$ cat src/rtl/branch_predict_unit.sv
// rtl/branch_predict_unit.sv - BTB + 2-bit BHT next-PC predictor with EX-stage resolution and stats
module branch_predict_unit #(
  parameter int XLEN    = 32,
  parameter int ENTRIES = 16,
  parameter int TAG_W   = 8,
  parameter int CNT_W   = 32
) (
  input  logic             clk,
  input  logic             rst,
  input  logic [XLEN-1:0]  f_pc,
  output logic             f_pred_taken,
  output logic [XLEN-1:0]  f_pred_target,
  input  logic             e_valid,
  input  logic [XLEN-1:0]  e_pc,
  input  logic [1:0]       e_bra_mode,
  input  logic             e_cmp_z,
  input  logic             e_cmp_inv,
  input  logic             e_alu_z,
  input  logic             e_alu_lsb,
  input  logic [XLEN-1:0]  e_src_alu,
  input  logic [XLEN-1:0]  e_src_imm,
  input  logic             e_pred_taken,
  input  logic [XLEN-1:0]  e_pred_target,
  output logic             e_redirect,
  output logic [XLEN-1:0]  e_redirect_addr,
  output logic [CNT_W-1:0] stat_branches,
  output logic [CNT_W-1:0] stat_mispred
);

  localparam int IDX_W = $clog2(ENTRIES);

  typedef enum logic [1:0] {
    MODE_DIS = 2'b00,
    MODE_JMP = 2'b01,
    MODE_CMP = 2'b10,
    MODE_ALU = 2'b11
  } bra_mode_t;

  logic [ENTRIES-1:0] btb_valid;
  logic [ENTRIES-1:0] btb_uncond;
  logic [TAG_W-1:0]   btb_tag    [ENTRIES];
  logic [XLEN-1:0]    btb_target [ENTRIES];
  logic [1:0]         bht        [ENTRIES];

  logic [IDX_W-1:0] f_idx, e_idx;
  logic [TAG_W-1:0] f_tag, e_tag;
  logic             f_hit, e_hit;
  bra_mode_t        e_mode;
  logic             e_taken;
  logic [XLEN-1:0]  e_target;
  logic [XLEN-1:0]  e_actual_next;
  logic             btb_write, btb_evict, bht_train;
  logic             unused_alu_lsb;

  assign f_idx  = f_pc[IDX_W+1:2];
  assign f_tag  = f_pc[IDX_W+2 +: TAG_W];
  assign e_idx  = e_pc[IDX_W+1:2];
  assign e_tag  = e_pc[IDX_W+2 +: TAG_W];
  assign e_mode = bra_mode_t'(e_bra_mode);

  // Fetch-side lookup reads pre-update table contents; no EX->IF bypass.
  assign f_hit         = btb_valid[f_idx] && (btb_tag[f_idx] == f_tag);
  assign f_pred_taken  = f_hit && (btb_uncond[f_idx] || bht[f_idx][1]);
  assign f_pred_target = f_pred_taken ? btb_target[f_idx] : f_pc + XLEN'(4);

  always_comb begin
    e_taken  = 1'b0;
    e_target = e_pc + e_src_imm;
    unique case (e_mode)
      MODE_JMP: e_taken = 1'b1;
      MODE_CMP: e_taken = (e_cmp_z ? e_alu_z : e_alu_lsb) ^ e_cmp_inv;
      MODE_ALU: begin
        e_taken  = 1'b1;
        e_target = {e_src_alu[XLEN-1:1], 1'b0};
      end
      default:  e_taken = 1'b0;
    endcase
  end

  // Only the full next-PC matters; e_pred_taken is redundant with the target compare.
  assign e_actual_next   = e_taken ? e_target : e_pc + XLEN'(4);
  assign e_redirect      = e_valid && (e_actual_next != e_pred_target);
  assign e_redirect_addr = e_actual_next;
  assign unused_alu_lsb  = e_src_alu[0] ^ e_pred_taken;

  assign e_hit     = btb_valid[e_idx] && (btb_tag[e_idx] == e_tag);
  assign btb_write = e_valid && ((e_mode == MODE_CMP && e_taken) ||
                                 e_mode == MODE_JMP || e_mode == MODE_ALU);
  assign btb_evict = e_valid && (e_mode == MODE_DIS) && e_hit;
  assign bht_train = e_valid && (e_mode == MODE_CMP);

  always_ff @(posedge clk) begin
    if (rst) begin
      btb_valid     <= '0;
      btb_uncond    <= '0;
      stat_branches <= '0;
      stat_mispred  <= '0;
      for (int k = 0; k < ENTRIES; k++) bht[k] <= 2'b01;
    end else begin
      if (btb_write) begin
        btb_valid[e_idx]  <= 1'b1;
        btb_uncond[e_idx] <= (e_mode != MODE_CMP);
      end else if (btb_evict) begin
        btb_valid[e_idx]  <= 1'b0;
      end
      if (bht_train) begin
        if (e_taken && bht[e_idx] != 2'b11)
          bht[e_idx] <= bht[e_idx] + 2'b01;
        else if (!e_taken && bht[e_idx] != 2'b00)
          bht[e_idx] <= bht[e_idx] - 2'b01;
      end
      if (e_valid && e_mode != MODE_DIS && stat_branches != '1)
        stat_branches <= stat_branches + CNT_W'(1);
      if (e_redirect && stat_mispred != '1)
        stat_mispred <= stat_mispred + CNT_W'(1);
    end
  end

  // Payload arrays need no reset; btb_valid guards them.
  always_ff @(posedge clk) begin
    if (!rst && btb_write) begin
      btb_tag[e_idx]    <= e_tag;
      btb_target[e_idx] <= e_target;
    end
  end

endmodule
$ cat config.mk
export PLATFORM = sky130hd
export DESIGN_NAME = branch_predict_unit
export DESIGN_NICKNAME = d
export VERILOG_FILES = /design/src/rtl/branch_predict_unit.sv
export SDC_FILE = /design/constraint.sdc
export NUM_CORES = 1
export LEC_CHECK = 0
export CORE_MARGIN = 2
export CORE_UTILIZATION = 40
export CTS_CLUSTER_SIZE = 30
export DETAILED_ROUTE_END_ITERATION = 16
export PLACE_DENSITY = 0.55
export SLEW_MARGIN = 40
export SYNTH_ARGS = -nofsm -noshare
export SYNTH_HDL_FRONTEND = slang
export SYNTH_SLANG_ARGS = --single-unit
$ cat constraint.sdc
create_clock -name clk -period 11.55 [get_ports clk]
set_input_delay 2.8875 -clock clk [delete_from_list [all_inputs] [get_ports clk]]
set_output_delay 2.8875 -clock clk [all_outputs]
set_load 0.01 [all_outputs]
==> out/summary.json <==
{
  "run_status": {"value": "finished, final reports clean"},
  "static-leakage-power": {"value": 14.10, "unit": "nW"},
  "post_drt_via_cell_ratio": {"value": 5.988},
  "cp-startpoint": {"value": "e_pc[8]"},
  "seq_area": {"value": 0.02210, "unit": "sq mm"},
  "detailed_route_wire_length": {"value": 113.8, "unit": "mm"},
  "fin_crit": {"value": 11160, "unit": "ps"},
  "ant_nets": {"value": 0},
  "final-hold-violation-count": {"value": 0},
  "share_of_cell_area_taken_by_muxes_after_synthesis": {"value": 16.55, "unit": "%"},
  "yosys_most_used_dff": {"value": "sky130_fd_sc_hd__edfxtp_1"},
  "synth-edff-count": {"value": 672},
  "synth.most_common_cell": {"value": "sky130_fd_sc_hd__edfxtp_1"},
  "synth-seq-cells": {"value": 768},
  "grt_max_degree": {"value": 72},
  "worst_ep_arrival_time": {"value": 8280, "unit": "ps"},
  "detailroute.via_count": {"value": 24329},
  "synth_nets": {"value": 2701},
  "endpoint_kind": {"value": "output port"},
  "post-dp-hpwl": {"value": 75.89, "unit": "mm"},
  "timing.max_cap.violations": {"value": 0},
  "postSynthCellCount": {"value": 2492},
  "cts_tree": {"value": "yes"},
  "post-cts-setup-buffer-count": {"value": 0},
  "cellPowerDensity": {"value": 148.8, "unit": "mW/mm^2"},
  "detail_route.drc_violations": {"value": 0},
  "io_pins": {"value": 300},
  "synth_xor_xnor_area_share": {"value": 3.709, "unit": "%"},
  "worst_r2r_startpoint": {"value": "stat_branches[0]$_SDFFE_PP0P_"},
  "gpl_congestion": {"value": 0.9139},
  "worst_path_dominant_cell_family": {"value": "compound AO/OA/AOI/OAI gates"},
  "synth_cell_types": {"value": 81},
  "cts_max_path_buffers": {"value": 3},
  "crit_buf_inv": {"value": 3},
  "cts_num_sinks": {"value": 768},
  "post_drt_wl_per_cell": {"value": 28.02, "unit": "um"},
  "standard_cell_with_the_maximum_stage_delay_on_the_critical_path": {"value": "sky130_fd_sc_hd__a2111oi_2"},
  "globalRoute.totalOverflow": {"value": 0},
  "startpoint_type": {"value": "input pin"},
  "post_synth.cell_area_avg": {"value": 14.69, "unit": "sq um"},
  "area.growth.synth_to_final": {"value": 20.80, "unit": "%"},
  "global_route.usage.met1": {"value": 33.95, "unit": "%"},
  "synth_top_cells_by_area": {"value": "sky130_fd_sc_hd__edfxtp_1, sky130_fd_sc_hd__mux4_2, sky130_fd_sc_hd__dfxtp_1, sky130_fd_sc_hd__xor2_1, sky130_fd_sc_hd__nor2_1"},
  "cpPeakStageDelay": {"value": 710, "unit": "ps"},
  "synth_sequential_area_ratio": {"value": 60.39, "unit": "%"},
  "peakVddDrop": {"value": 103.5, "unit": "uV"},
  "first_iteration_detailed_routing_drc_count": {"value": 2498},
  "max_freq": {"value": 0.08957, "unit": "GHz"},
  "synth_top_family_by_area": {"value": "multiplexers"},
  "cts_h_tree_lvls": {"value": 3},
  "global_route_wire_length_before_repair": {"value": 166.4, "unit": "mm"},
  "synth.cell_area": {"value": 0.03660, "unit": "sq mm"},
  "timing.final.crit_share": {"value": 96.67, "unit": "%"},
  "grt_pass1_vias": {"value": 24636},
  "cp_data_required_time": {"value": 8660, "unit": "ps"},
  "totalNegativeSetupSlack": {"value": 0, "unit": "ps"},
  "grt_setup_unrepaired": {"value": "false"},
  "final_net_count": {"value": 3024},
  "highest_fanout_seen_on_the_critical_path": {"value": 6},
  "critical_path.most_common_cell": {"value": "sky130_fd_sc_hd__clkdlybuf4s50_1"},
  "worst_skew_pair.late_latency": {"value": 640, "unit": "ps"},
  "top_area_cell_type_share_of_the_netlist_area": {"value": 55.14, "unit": "%"},
  "worst_clock_skew": {"value": 28.21, "unit": "ps"},
  "hold_path.class": {"value": "flop to flop"},
  "synth_commonest_cells": {"value": "sky130_fd_sc_hd__edfxtp_1, sky130_fd_sc_hd__mux4_2, sky130_fd_sc_hd__nor2_1"},
  "synth_compound_gate_area_share": {"value": 6.885, "unit": "%"},
  "cts.root.buffer_cell": {"value": "sky130_fd_sc_hd__clkbuf_16"},
  "final_layout_size_suffix_gt1_share": {"value": 19.45, "unit": "%"},
  "asyncSetResetFlopFracSynth": {"value": 0, "unit": "%"},
  "die_area": {"value": 0.09393, "unit": "sq mm"},
  "hold_buffers": {"value": 0},
  "final-max-slew-violation-count": {"value": 0},
  "timing.setup.critical_path_class": {"value": "input pin to output port"},
  "critical_path.cell_chain": {"value": "clkdlybuf4s50_1 > ha_1 > nand2_1 > nor2_1 > nand4_1 > a2111oi_2 > a21bo_2 > mux2i_1 > a221oi_2 > xor2_1 > or4_1 > o41ai_4 > inv_1 > clkdlybuf4s50_1"},
  "final.fill_count": {"value": 7772},
  "synthesis.yosys.warnings": {"value": 0},
  "clk_transition_reported_paths": {"value": 60, "unit": "ps"},
  "rows": {"value": 110},
  "antenna_found_initial": {"value": 9},
  "drt-pass1-iter-count": {"value": 5},
  "slew_headroom": {"value": 43.84, "unit": "%"},
  "synth_simple_gate_area_share": {"value": 9.104, "unit": "%"},
  "post-synth-top-area-cell": {"value": "sky130_fd_sc_hd__edfxtp_1"},
  "start_util": {"value": 40.53, "unit": "%"},
  "use_met2": {"value": 38.91, "unit": "%"},
  "synth_adder_area_share": {"value": 1.354, "unit": "%"},
  "holdWs": {"value": 481.3, "unit": "ps"},
  "tritoncts_buffers": {"value": 83},
  "hp-start": {"value": "btb_uncond[10]$_SDFFE_PP0P_"},
  "fp.dieH": {"value": 306.5, "unit": "um"},
  "cts.repair.resized": {"value": 0},
  "report.final.setup_viol": {"value": 0},
  "placeableCoreArea": {"value": 0.09029, "unit": "sq mm"},
  "grt.total_usage": {"value": 24.07, "unit": "%"},
  "global_route.peak_usage_layer": {"value": "met2"},
  "floorplan.die.width": {"value": 306.5, "unit": "um"},
  "area_of_the_multi_input_gates": {"value": 0.01399, "unit": "sq mm"},
  "max_slew.worst_pin.slew": {"value": 842.5, "unit": "ps"},
  "grt.met3_usage": {"value": 4.299, "unit": "%"},
  "port_buffers": {"value": 297}
}
[kinds of logic (layout without fill, tap and decap cells)]
logic type | after synthesis | after routing
AND/OR/NAND/NOR | 666 | 666
XOR/XNOR | 155 | 155
adder cells (fa/ha/maj) | 39 | 39
other | 0 | 3
buffers and inverters | 183 | 575
flip-flops | 768 | 768
multiplexers | 283 | 283
AO/OA/AOI/OAI | 398 | 398
[routing by layer]
layer,vias up,share of wire [%]
li1,10592,-
met1,12568,43
met2,1023,48
met3,136,7.4
met4,10,1.8
met5,-,0.058
[worst min-delay path, stage by stage, from the launching register on]
cell	delay, ps
sky130_fd_sc_hd__dfxtp_1	310
sky130_fd_sc_hd__o21ai_0	70
sky130_fd_sc_hd__a21oi_1	60
[cell type report]
cell class	count	area share [%]
clock buffers	105	4.970
multi-input cells	1541	31.64
well taps	1176	3.328
flip-flops and latches	768	49.99
clock inverters	49	1.033
diodes	3	0.01698
inverters	26	0.2207
repair buffers	395	8.801
[state kept, by name, indices dropped and copies added (netlist names), named ones only]
| signal | cells |
|---|---|
| btb_target | 512 |
| btb_tag | 128 |
| bht | 32 |
| stat_branches | 32 |
| stat_mispred | 32 |
| btb_uncond | 16 |
[power by group]
part           switching (mW)  total [mW]  internal (mW)
clock                    1.11        2.57           1.45
combinational           0.531       0.877          0.346
sequential             0.0100        3.14           3.13
total                    1.66        6.58           4.93
[worst paths after layout]
path,end,slack [ps],depth (start not counted)
worst max register to register,stat_branches[31]$_SDFFE_PP0P_,7990,13
worst max-delay path,e_redirect,390,14
worst min-delay path,btb_uncond[10]$_SDFFE_PP0P_,480,2
worst min register to register,btb_uncond[10]$_SDFFE_PP0P_,480,2
[cell usage in the layout (no fill, tap or decap), drive strengths merged, types with 38 or more instances in the layout]
master / n
clkdlybuf4s50: 290
nand3: 81
xnor2: 69
clkinv: 41
clkbuf: 105
nand2: 134
o21ai: 96
mux4: 256
a21oi: 143
nand4: 59
ha: 38
buf: 105
dfxtp: 96
nor2: 199
edfxtp: 672
xor2: 86
[metrics by stage]
step / area (sq um) / setup slack (ps) / utilization (%) / cells / total power [mW]
3_5_place_dp: 41520 / 420.2 / 45.99 / 3906 / 4.066
4_1_cts: 44170 / 370.2 / 48.93 / 4060 / 6.631
3_3_place_gp: 41160 / 479.5 / 45.58 / 3891 / 4.043
5_1_grt: 44210 / 236.5 / 48.97 / 4063 / 6.804
6_report: 44210 / 385.0 / 48.97 / 4063 / 6.581
2_1_floorplan: 36600 / 2057 / - / 2492 / 3.661
(Power assumes the default switching activity.)
